`src/rtl/pipeline_hazard_ctrl.sv`:
```
// Stall/flush controller for the five-stage pipeline: load-use interlock, taken-branch squash,
// data-memory wait freeze with timeout, and saturating stall/flush performance counters.
module pipeline_hazard_ctrl #(
    parameter int unsigned MEM_TIMEOUT = 15,
    parameter int unsigned CNT_W       = 16
) (
    input  logic             clk,
    input  logic             rst,
    input  logic             id_valid,
    input  logic [3:0]       id_rs1,
    input  logic [3:0]       id_rs2,
    input  logic             id_uses_rs1,
    input  logic             id_uses_rs2,
    input  logic             exe_memRead,
    input  logic             exe_wen,
    input  logic [3:0]       exe_waddr,
    input  logic             branch_taken,
    input  logic             dm_req,
    input  logic             dm_ready,
    output logic             pc_stall,
    output logic             if_id_stall,
    output logic             if_id_flush,
    output logic             id_exe_stall,
    output logic             id_exe_bubble,
    output logic             exe_dm_stall,
    output logic             dm_wb_bubble,
    output logic             mem_timeout,
    output logic [1:0]       ctrl_state,
    output logic [CNT_W-1:0] stall_cycles,
    output logic [CNT_W-1:0] flush_count
);

    localparam int unsigned WAIT_W = (MEM_TIMEOUT < 2) ? 1 : $clog2(MEM_TIMEOUT + 1);

    typedef enum logic [1:0] {
        StRun     = 2'd0,
        StMemWait = 2'd1,
        StError   = 2'd2
    } state_e;

    state_e            state_q;
    logic [WAIT_W-1:0] wait_cnt_q;
    logic              load_use;
    logic              freeze;

    assign load_use = exe_memRead && exe_wen && (exe_waddr != 4'd0) && id_valid &&
                      ((id_uses_rs1 && (id_rs1 == exe_waddr)) ||
                       (id_uses_rs2 && (id_rs2 == exe_waddr)));

    assign freeze = ((state_q == StRun) && dm_req && !dm_ready) ||
                    ((state_q == StMemWait) && !dm_ready) ||
                    (state_q == StError);

    // Freeze outranks branch because a frozen EXE holds the branch until it can flush.
    always_comb begin
        pc_stall      = 1'b0;
        if_id_stall   = 1'b0;
        if_id_flush   = 1'b0;
        id_exe_stall  = 1'b0;
        id_exe_bubble = 1'b0;
        exe_dm_stall  = 1'b0;
        dm_wb_bubble  = 1'b0;
        if (freeze) begin
            pc_stall     = 1'b1;
            if_id_stall  = 1'b1;
            id_exe_stall = 1'b1;
            exe_dm_stall = 1'b1;
            dm_wb_bubble = 1'b1;
        end else if (branch_taken) begin
            if_id_flush   = 1'b1;
            id_exe_bubble = 1'b1;
        end else if (load_use) begin
            pc_stall      = 1'b1;
            if_id_stall   = 1'b1;
            id_exe_bubble = 1'b1;
        end
    end

    always_ff @(posedge clk or negedge rst) begin
        if (!rst) begin
            state_q     <= StRun;
            wait_cnt_q  <= '0;
            mem_timeout <= 1'b0;
        end else begin
            unique case (state_q)
                StRun: begin
                    if (dm_req && !dm_ready) begin
                        state_q    <= StMemWait;
                        wait_cnt_q <= WAIT_W'(1);
                    end
                end
                StMemWait: begin
                    if (dm_ready) begin
                        state_q    <= StRun;
                        wait_cnt_q <= '0;
                    end else if (wait_cnt_q == WAIT_W'(MEM_TIMEOUT)) begin
                        state_q     <= StError;
                        mem_timeout <= 1'b1;
                    end else begin
                        wait_cnt_q <= wait_cnt_q + WAIT_W'(1);
                    end
                end
                StError: begin
                    state_q <= StError;
                end
                default: begin
                    state_q    <= StRun;
                    wait_cnt_q <= '0;
                end
            endcase
        end
    end

    assign ctrl_state = state_q;

    always_ff @(posedge clk or negedge rst) begin
        if (!rst) begin
            stall_cycles <= '0;
            flush_count  <= '0;
        end else begin
            if (pc_stall && (stall_cycles != {CNT_W{1'b1}})) begin
                stall_cycles <= stall_cycles + CNT_W'(1);
            end
            if (if_id_flush && (flush_count != {CNT_W{1'b1}})) begin
                flush_count <= flush_count + CNT_W'(1);
            end
        end
    end

endmodule

```
`config.mk`:
```
export PLATFORM = sky130hd
export DESIGN_NAME = pipeline_hazard_ctrl
export DESIGN_NICKNAME = d
export VERILOG_FILES = /design/src/rtl/pipeline_hazard_ctrl.sv
export SDC_FILE = /design/constraint.sdc
export NUM_CORES = 1
export LEC_CHECK = 0
export ABC_AREA = 1
export ABC_CLOCK_PERIOD_IN_PS = 1830
export CAP_MARGIN = 10
export CORE_UTILIZATION = 25
export DETAILED_ROUTE_END_ITERATION = 12
export MAX_ROUTING_LAYER = met4
export SKIP_CTS_REPAIR_TIMING = 1
export SLEW_MARGIN = 0
export SYNTH_ARGS = -nofsm -noshare
export SYNTH_HDL_FRONTEND = slang
export SYNTH_SLANG_ARGS = --single-unit
```
`constraint.sdc`:
```
create_clock -name clk -period 1.83 [get_ports clk]
set_input_delay 0.183 -clock clk [delete_from_list [all_inputs] [get_ports clk]]
set_output_delay 0.183 -clock clk [all_outputs]
set_load 0.02 [all_outputs]
```
==> run metrics, run 1 <==
Post-Route WL=approximately 5900 µm; cell chain of the critical path=clkdlybuf4s50_1, inv_1, nand2_1, nand2_1, nor2_1, nand3_1, nand2_1, nand3_1, nand2_4, buf_4; Overflow after GRT=0; Skew-Pair Late Insertion Delay=just under 300 ps; reg-to-reg endpoint=stall_cycles[12]$_DFFE_PN0P_; most frequent cells after synthesis=104 x nand2_1, 39 x dfrtp_1, 35 x nand3_1; Core Rows=35; Vias=around 2300; synth unique cells=27; Clock Pin Slew Worst Setup and Hold Paths=~80 ps; Logic pwr share=roughly 6.9%; final worst setup slack=99.0 ps; Synth Instances=319; Crit path buffers/inverters=3; CP max FO=6; R2R setup slack=about 170 ps; Period minus WS final=between 1500 and 2000 ps; Rel. slew slack=a little under three quarters; CP max-delay cell=clkdlybuf4s50_1; total power=1.54 mW; global-route wire length before repair=10200 µm; FMAX=578 MHz; n_diodes=0; Worst-Margin Slew=433 ps; Setup CP Type=input port to output pin; reg2reg start=stall_cycles[1]$_DFFE_PN0P_; Final ANT Viol Nets=0; DP Area=3300 µm²; most frequent cell on the critical path=nand2_1; maximum vdd ir drop=0.000226 V; mux contribution to synthesized area=0%; share of cells above drive strength 1=14.9%; detailed placer's ending HPWL=approximately 4700 µm; core area=around 9300 µm²; IO Pins=64; unrepaired setup endpoints after global routing=no; H-tree Lvls=2; # nets final=434; P_int=~1.2 mW; Top delay family on crit path=buffers and inverters; Synth Area in Compound Gates=2.60%; Worst EP required=approximately 1700 ps; top-area cell type share of the netlist area=between 40% and 50%; clk root buf=clkbuf_8; Post-route DRC=0; Slew Viols, Final=0; Yosys top cell by area=dfrtp_1; DRT Pass-1 Iters=4; area of the mapped netlist=about 2400 µm²; largest net degree at the start of global routing=19; Final Setup Violations=0; setup TNS=0 ps; Critical Path Sink=pc_stall; status=complete, no violations; Leakage=roughly 1.7 nW; reg2reg path depth=10; CP Launch Type=input port; Seq/Total Area, Yosys=roughly 41%; Worst setup startpoint=exe_waddr[3]; Synth Net Count=between 300 and 400; DIE WIDTH=~100 µm; initial antenna violation count=0; CTS tree=yes; clock sink count=39; design area=3430 µm²; FFs w/ async S/R, synth=100%; Num CTS Buffers=5; critical path's largest stage delay=about 520 ps; Hold WC Path Type=input port to async pin; EDFF count, synth=0; Critical Path AT=1550 ps; final clock skew=4.32 ps; area delta synth->final=42.8%; largest family of logic cells by synthesized area=simple AND/OR/NAND/NOR gates; Post-synth top flop=dfrtp_1; switching pwr=between 0.3 and 0.4 mW; Worst Setup End Kind=output pin; Post-Synth XOR/XNOR Area=under 10%; vias in the first global route=2299; Final Cycle Share=roughly 95%; Vert. Die Dim=100 µm; Area contributors post-synth=dfrtp_1 41%, nand2_1 16%, nand3_1 7.3%; switch share=23.0%; clock network fraction of total power=between 30% and 40%; Sequential Power Share=a little under three fifths; initial DRC count=51; GRT Total Usage=13.1%; Synth Area in Simple Gates=a little under two fifths; via density per instance=between 4 and 5; Starting Density=between 20% and 30%; pre-CTS WS=-394 ps; wire per inst=between 10 and 15 µm; synth warn=0; PwrDens=between 400 and 500 nW/µm²; max cap viols=0; PortBufs=63; syn avg cell area=7.53 µm²; Critical Path Stages=10; Die Area=between 10000 and 15000 µm²; Final Hold Viols=0; GPL Wtd Cong=roughly 0.85; Seq cells post-synth=39; maximum root-to-sink buffer count=2; post-synthesis adder-cell area fraction=approximately 1.6%; most frequent cell after synthesis=nand2_1
==> sequential cells by signal, summed over array words and instances (netlist names) <==
register / cells
flush_count: 16
stall_cycles: 16
wait_cnt_q: 4
ctrl_state: 2
mem_timeout: 1
==> layout make-up <==
| cell class | instances | area (µm²) |
|---|---|---|
| inverter | 36 | 135 |
| clock buffer | 7 | 76.3 |
| fill | 999 | 5850 |
| multi-input combinational | 237 | 1240 |
| tap | 129 | 161 |
| sequential | 39 | 976 |
| timing repair buffer | 90 | 833 |
| clock inverter | 1 | 5.00 |
==> cells by family (layout without fill, tap and decap cells) <==
kind of cell	Yosys count	count (layout)
XOR/XNOR	25	25
adder cells (fa/ha/maj)	3	3
AO/OA/AOI/OAI	11	11
AND/OR/NAND/NOR	198	198
flip-flops	39	39
buffers and inverters	43	134
==> per-stage QoR <==
stage               std cells  util [%]  hold WS, ps
floorplan                 319         -         -113
global placement          527      35.5          139
detailed placement        527      35.5          140
CTS                       535      36.4         -186
global route              539      37.0          389
finish                    539      37.0          351
==> how the worst min path moves through the flow <==
stage               startpoint                     endpoint  slack [ps]  depth (start not counted)
finish                     rst    wait_cnt_q[2]$_DFFE_PN0P_         350                          2
global route               rst    wait_cnt_q[2]$_DFFE_PN0P_         390                          2
CTS                        rst    wait_cnt_q[2]$_DFFE_PN0P_        -190                          1
detailed placement         rst    wait_cnt_q[2]$_DFFE_PN0P_         140                          1
global placement           rst  stall_cycles[0]$_DFFE_PN0P_         140                          1
floorplan                  rst    ctrl_state[0]$_DFFE_PN0P_        -110                          0
==> cells in the final DEF (no fill, tap or decap), drive strengths merged, types with 8 or more instances in the layout <==
cell and count:
nand3 37, inv 36, xnor2 9, o21ai 8
buf 29, xor2 16, dfrtp 39, nor3 11
clkbuf 8, clkdlybuf4s50 54, nor2 32, nand2 110
==> layer usage <==
metal	routed length (µm)	track usage [%]	share of wire, %
met3	163	2.58	2.8
met1	2730	15.4	46
met5	0	-	0
met2	2940	22.2	50
met4	89	4.79	1.5
==> power by group through the flow <==
stage	clock [mW]	combinational (mW)	sequential, mW
6_report	0.574	0.106	0.861
5_1_grt	0.634	0.118	0.861
3_3_place_gp	0	0.106	0.878
4_1_cts	0.602	0.107	0.861
3_5_place_dp	0	0.107	0.878
2_1_floorplan	0	0.0277	0.878
Power figures use the tool's default switching activity.
==> run 2, diff against run 1 <==
Settings changed: CTS_CLUSTER_SIZE set to 14.
==> results of run 2 <==
No change in the layout: final DEF, timing and power equal those of run 1.
==> run 3, diff against run 2 <==
Settings changed: SLEW_MARGIN 0 to not set.
==> results of run 3 <==
No change in the layout: final DEF, timing and power equal those of run 1.
